==> src/rtl/load_store_unit.sv <==
`default_nettype none
// ============================================================================
// Module      : load_store_unit
// Description : Memory-stage initiator for a word-only DataMem port. Issues
//               word-aligned accesses, performs read-modify-write for sub-word
//               stores, splits word-crossing accesses into two word accesses,
//               and returns sign/zero-extended load data with a response pulse.
// Revision    : 1.0 - initial release
// ============================================================================
module load_store_unit #(
    parameter int XLEN = 32
) (
    input  logic            clk,
    input  logic            rst,
    // request side
    input  logic            reqValid,
    output logic            reqReady,
    input  logic            reqWrite,
    input  logic [2:0]      funct3,
    input  logic [XLEN-1:0] addr,
    input  logic [XLEN-1:0] wdata,
    // response side
    output logic            respValid,
    output logic            respErr,
    output logic [XLEN-1:0] rdata,
    // DataMem port
    output logic [XLEN-1:0] addrIn,
    output logic [XLEN-1:0] dataW,
    input  logic [XLEN-1:0] dataR,
    output logic            memR,
    output logic            memW
);

    typedef enum logic [2:0] {
        S_IDLE = 3'd0,
        S_RD0  = 3'd1,
        S_RD1  = 3'd2,
        S_WR0  = 3'd3,
        S_WR1  = 3'd4,
        S_RESP = 3'd5
    } state_t;

    localparam logic [XLEN-1:0] c_WORD_STEP = XLEN'(4);

    state_t          r_state;
    logic [XLEN-1:0] r_base;
    logic [1:0]      r_off;
    logic [2:0]      r_f3;
    logic            r_write;
    logic [XLEN-1:0] r_wdata;
    logic            r_span;
    logic [XLEN-1:0] r_buf0;
    logic [XLEN-1:0] r_buf1;

    logic [XLEN-1:0]   w_base;
    logic [2:0]        w_size;
    logic              w_span;
    logic              w_illegal;
    logic              w_aligned_sw;
    logic [XLEN-1:0]   w_word0;
    logic [XLEN-1:0]   w_word1;
    logic [2*XLEN-1:0] w_win;
    logic [XLEN-1:0]   w_szmask;
    logic [2*XLEN-1:0] w_ins;
    logic [2*XLEN-1:0] w_msk;
    logic [2*XLEN-1:0] w_mrg;
    logic [XLEN-1:0]   w_lo;
    logic [XLEN-1:0]   w_load;

    // Decode of the incoming request: size, word-crossing and legality.
    always_comb begin
        w_base = {addr[XLEN-1:2], 2'b00};
        case (funct3[1:0])
            2'b00:   w_size = 3'd1;
            2'b01:   w_size = 3'd2;
            default: w_size = 3'd4;
        endcase
        w_span = (({1'b0, addr[1:0]} + w_size) > 3'd4);
        if (reqWrite) begin
            w_illegal = !(funct3 == 3'b000 || funct3 == 3'b001 || funct3 == 3'b010);
        end else begin
            w_illegal = !(funct3 == 3'b000 || funct3 == 3'b001 || funct3 == 3'b010 ||
                          funct3 == 3'b100 || funct3 == 3'b101);
        end
        w_aligned_sw = reqWrite && (funct3 == 3'b010) && (addr[1:0] == 2'b00);
    end

    // Two-word window seen at the current edge (dataR is live in RD0/RD1), with
    // store bytes merged in and the load bytes extracted from offset off.
    always_comb begin
        w_word0 = (r_state == S_RD0) ? dataR : r_buf0;
        w_word1 = (r_state == S_RD1) ? dataR : r_buf1;
        w_win   = {w_word1, w_word0};
        case (r_f3[1:0])
            2'b00:   w_szmask = XLEN'(32'h0000_00FF);
            2'b01:   w_szmask = XLEN'(32'h0000_FFFF);
            default: w_szmask = {XLEN{1'b1}};
        endcase
        w_ins = {{XLEN{1'b0}}, r_wdata & w_szmask} << {r_off, 3'b000};
        w_msk = {{XLEN{1'b0}}, w_szmask} << {r_off, 3'b000};
        w_mrg = r_write ? ((w_win & ~w_msk) | w_ins) : w_win;
        w_lo  = XLEN'(w_win >> {r_off, 3'b000});
        case (r_f3)
            3'b000:  w_load = {{(XLEN-8){w_lo[7]}}, w_lo[7:0]};
            3'b001:  w_load = {{(XLEN-16){w_lo[15]}}, w_lo[15:0]};
            3'b100:  w_load = {{(XLEN-8){1'b0}}, w_lo[7:0]};
            3'b101:  w_load = {{(XLEN-16){1'b0}}, w_lo[15:0]};
            default: w_load = w_lo;
        endcase
    end

    // Access sequencer; every DataMem and response output is registered on entry to its state.
    always_ff @(posedge clk) begin
        if (rst) begin
            r_state   <= S_IDLE;
            reqReady  <= 1'b1;
            respValid <= 1'b0;
            respErr   <= 1'b0;
            rdata     <= '0;
            addrIn    <= '0;
            dataW     <= '0;
            memR      <= 1'b0;
            memW      <= 1'b0;
            r_base    <= '0;
            r_off     <= '0;
            r_f3      <= '0;
            r_write   <= 1'b0;
            r_wdata   <= '0;
            r_span    <= 1'b0;
            r_buf0    <= '0;
            r_buf1    <= '0;
        end else begin
            respValid <= 1'b0;
            case (r_state)
                S_IDLE: begin
                    if (reqValid) begin
                        r_base   <= w_base;
                        r_off    <= addr[1:0];
                        r_f3     <= funct3;
                        r_write  <= reqWrite;
                        r_wdata  <= wdata;
                        r_span   <= w_span;
                        r_buf0   <= '0;
                        r_buf1   <= '0;
                        reqReady <= 1'b0;
                        if (w_illegal) begin
                            r_state   <= S_RESP;
                            respValid <= 1'b1;
                            respErr   <= 1'b1;
                            rdata     <= '0;
                        end else if (w_aligned_sw) begin
                            r_state <= S_WR0;
                            addrIn  <= w_base;
                            dataW   <= wdata;
                            memW    <= 1'b1;
                        end else begin
                            r_state <= S_RD0;
                            addrIn  <= w_base;
                            memR    <= 1'b1;
                        end
                    end
                end
                S_RD0: begin
                    r_buf0 <= dataR;
                    if (r_span) begin
                        r_state <= S_RD1;
                        addrIn  <= r_base + c_WORD_STEP;
                    end else if (r_write) begin
                        r_state <= S_WR0;
                        memR    <= 1'b0;
                        memW    <= 1'b1;
                        addrIn  <= r_base;
                        dataW   <= w_mrg[XLEN-1:0];
                    end else begin
                        r_state   <= S_RESP;
                        memR      <= 1'b0;
                        respValid <= 1'b1;
                        respErr   <= 1'b0;
                        rdata     <= w_load;
                    end
                end
                S_RD1: begin
                    // Upper half keeps the merged bytes so WR1 can write it unchanged.
                    r_buf1 <= w_mrg[2*XLEN-1:XLEN];
                    memR   <= 1'b0;
                    if (r_write) begin
                        r_state <= S_WR0;
                        memW    <= 1'b1;
                        addrIn  <= r_base;
                        dataW   <= w_mrg[XLEN-1:0];
                    end else begin
                        r_state   <= S_RESP;
                        respValid <= 1'b1;
                        respErr   <= 1'b0;
                        rdata     <= w_load;
                    end
                end
                S_WR0: begin
                    if (r_span) begin
                        r_state <= S_WR1;
                        addrIn  <= r_base + c_WORD_STEP;
                        dataW   <= r_buf1;
                    end else begin
                        r_state   <= S_RESP;
                        memW      <= 1'b0;
                        respValid <= 1'b1;
                        respErr   <= 1'b0;
                        rdata     <= '0;
                    end
                end
                S_WR1: begin
                    r_state   <= S_RESP;
                    memW      <= 1'b0;
                    respValid <= 1'b1;
                    respErr   <= 1'b0;
                    rdata     <= '0;
                end
                S_RESP: begin
                    r_state  <= S_IDLE;
                    reqReady <= 1'b1;
                end
                default: begin
                    r_state  <= S_IDLE;
                    reqReady <= 1'b1;
                    memR     <= 1'b0;
                    memW     <= 1'b0;
                end
            endcase
        end
    end

endmodule
`default_nettype wire

==> config.mk <==
export PLATFORM = sky130hd
export DESIGN_NAME = load_store_unit
export DESIGN_NICKNAME = d
export VERILOG_FILES = /design/src/rtl/load_store_unit.sv
export SDC_FILE = /design/constraint.sdc
export NUM_CORES = 1
export LEC_CHECK = 0
export BUFFER_PORTS_ARGS = -buffer_cell sky130_fd_sc_hd__buf_2
export CORE_MARGIN = 1.5
export CORE_UTILIZATION = 57
export DETAILED_ROUTE_END_ITERATION = 6
export MAX_ROUTING_LAYER = met4
export PLACE_DENSITY = 0.84
export SLEW_MARGIN = 20
export SYNTH_ARGS = -nofsm -noshare
export SYNTH_HDL_FRONTEND = slang
export SYNTH_SLANG_ARGS = --single-unit
==> constraint.sdc <==
create_clock -name clk -period 2.36 [get_ports clk]
set_input_delay 0.354 -clock clk [delete_from_list [all_inputs] [get_ports clk]]
set_output_delay 0.354 -clock clk [all_outputs]
set_load 0.01 [all_outputs]
==> out/metrics.yaml <==
slowest_delay_ns: 0.74
timing.fmax_mhz: 439
r2r_slack_ns: 0.08
start_util: 0.579
critPathCaptureType: "flip-flop"
p_leak_nw: 6.32
core_um2: 21800
antenna_found_initial: 0
p_clk_frac: 0.301
antenna_cells: 0
syn-instance-count: 1573
synth.top_cells.by_count: "nand2_1, dfxtp_1, a21oi_1"
synth.cell_area_um2: 12600
slew_viol_final: 0
num_vias: 13800
synth.most_common_cell: "nand2_1"
seq_area_um2: 4750
cts_htree_levels: 1
cpLargestDelayFamily: "simple AND/OR/NAND/NOR gates"
crit_path_start_kind: "flip-flop"
clkTransAtPathRegs_ns: 0.06
fin_ws_ns: 0.0819
yosys_most_used_dff: "dfxtp_1"
wl_per_cell_um: 22.8
yosys.area.top_type: "dfxtp_1"
power_mw: 15.2
cts.sinks: 237
die_h_um: 152
use_met2: 0.685
drive_above_1_share: 0.255
nNetsFinal: 1921
intPower_mw: 9.63
reg2reg_to: "addrIn[31]"
status: "finished, violations left"
hold_start: "wdata[24]"
async_reset_ff_frac: 0
area_delta_synth_final_pct: 24.5
ant_nets: 0
grt_pass1_wl_mm: 72.7
synth_edf_count: 0
holdWs_ns: 0.0620
synth_cell_types: 75
grt-ovfl-total: 0
use_met1: 0.525
gp_congestion: 1.01
final.setup.tns_ns: 0
die_x_um: 152
crit_type: "flip-flop to flip-flop"
sw_frac_of_total: 0.367
ys_warn_count: 0
synth_fp_nets: 1679
cellPowerDensity_nw_per_um2: 971
whs_path_depth: 3
reg2reg_depth: 6
clk_path_buf_depth: 3
violations: "design-rule violations"
busiest_layer: "met2"
crit_slowest_cell: "or4_1"
p_seq_frac: 0.335
io_buffers: 203
fin_crit_ns: 2.28
drc: 4
maxSlewHeadroom: 0.391
drt-total-wl_mm: 48.3
multi_input_area_um2: 7250
syn_avg_cell_area_um2: 8.00
r2r_start: "r_base[4]"
holdPathEnd: "r_wdata[24]"
yosysSeqAreaShare: 0.377
dieArea_um2: 23000
skew_ns: 0.00994
setup_violations: 0
fin_util: 0.720
critPathArrivalTime_ns: 2.71
hold_viol_final: 0
vias_per_cell: 6.52
ir_drop_uv: 661
io_pins: 204
fillers: 1718
place_ws_ns: 0.0939
combPwrFrac: 0.364
p_sw_mw: 5.58
dr.pass1.iters: 7
insertion_delay_ns: 0.54
numCtsBuffers: 26
row_count: 54
hold_path_class: "primary input to flip-flop"
ys_ff_latch: 237
synth_area_leaders: "dfxtp_1, a21oi_1, nand2_1"
worstPathRequired_ns: 2.80
min_period_over_period: 0.965
path_cells: "nand4_1 -> or4_1 -> nor3_2 -> xor2_1 -> nand2_1 -> o41ai_2"
hpwl_mm: 34.8
timing.critical_path.buf_inv: 0
grt_max_degree: 159
met3_usage: 0.0671
cp_max_fo: 8
clockRootBuffer: "clkbuf_16"
drtIter0Drc: 1667
grt_use_total: 0.423
cts_tree: "built"
tightest_slew_ns: 0.913
grt_pass1_vias: 12800
drv_cap: 0
yosys.area.top_type_share: 0.377
metal layers:
metal | up-vias | wire [µm]
li1 | 6207 | -
met1 | 6510 | 18500
met2 | 928 | 22600
met3 | 155 | 5030
met4 | 0 | 2180
met5 | - | 0
registers in the layout, indices dropped and copies added (netlist names), 2 cells and up:
| name | cells |
|---|---|
| r_buf0 | 32 |
| r_wdata | 32 |
| dataW | 32 |
| addrIn | 32 |
| r_f3 | 3 |
| rdata | 32 |
| r_off | 2 |
| r_state | 3 |
| r_buf1 | 32 |
| r_base | 30 |
through the flow:
stage / instance area, µm² / cells
floorplan: 12600 / 1573
global placement: 14700 / 2067
detailed placement: 14700 / 2067
CTS: 15600 / 2115
global route: 15700 / 2115
finish: 15700 / 2115
worst min-delay path, stage by stage:
cell and delay, ns:
buf_2 0.11, nand2_1 0.05, a21oi_1 0.05
cell families (layout without fill, tap and decap cells):
family                     after synthesis  count (layout)  synth area share
AOI/OAI and AO/OA                      492             492             0.248
buffers and inverters                  153             415            0.0529
muxes                                  127             127             0.108
adders and majority gates                3               3           0.00358
xor gates and xnor gates                26              26            0.0181
DFF                                    237             237             0.377
and+or+nand+nor                        535             535             0.193
timing repair:
item,in CTS,in global routing
hold buffers,0,0
setup buffers,0,0
resized for setup,0,8
endpoints found under the setup margin,0,20
placed cells by master (no fill, tap or decap), types with 7 or more instances in the layout:
cell type / n
a221oi_1: 9
buf_4: 131
buf_2: 202
nand3_1: 40
nand4_1: 10
and2_1: 9
a22oi_1: 28
nor3_1: 21
inv_1: 18
o21ai_0: 73
buf_12: 15
a21oi_2: 12
mux2i_1: 97
o22ai_1: 17
a222oi_1: 34
xor2_1: 8
xnor2_1: 18
dfxtp_1: 232
and3_1: 22
clkbuf_16: 27
o2bb2ai_1: 7
o221ai_1: 14
a31oi_1: 26
nand2b_1: 7
nor4_1: 14
mux2_2: 25
nor2_1: 100
nand2_1: 273
a211o_1: 15
a21oi_1: 216
final cells by class:
type	instances	area share
Clock buffer	35	0.0469
Sequential cell	237	0.303
Inverter	19	0.00479
Timing Repair Buffer	348	0.146
Multi-Input combinational cell	1183	0.462
Tap cell	280	0.0223
Clock inverter	13	0.0142
how the worst max path moves through the flow:
stage,from,end,slack [ns],cells past startpoint
after floorplan,r_state[0],dataW[27],0.22,9
after CTS,r_state[1],dataW[4],0.05,8
after global routing,r_base[3],addrIn[30],-0.02,8
final,r_base[4],addrIn[31],0.08,6
after global placement,funct3[2],dataW[0],0.13,8
after detailed placement,funct3[2],dataW[4],0.09,8
power by group through the flow:
stage	logic, mW	clock network [mW]	registers (mW)
2_1_floorplan	3.16	0	5.08
3_3_place_gp	5.27	0	5.12
3_5_place_dp	5.38	0	5.14
4_1_cts	5.40	4.60	5.06
5_1_grt	5.89	4.74	5.14
6_report	5.54	4.57	5.10
(Power assumes the default switching activity.)
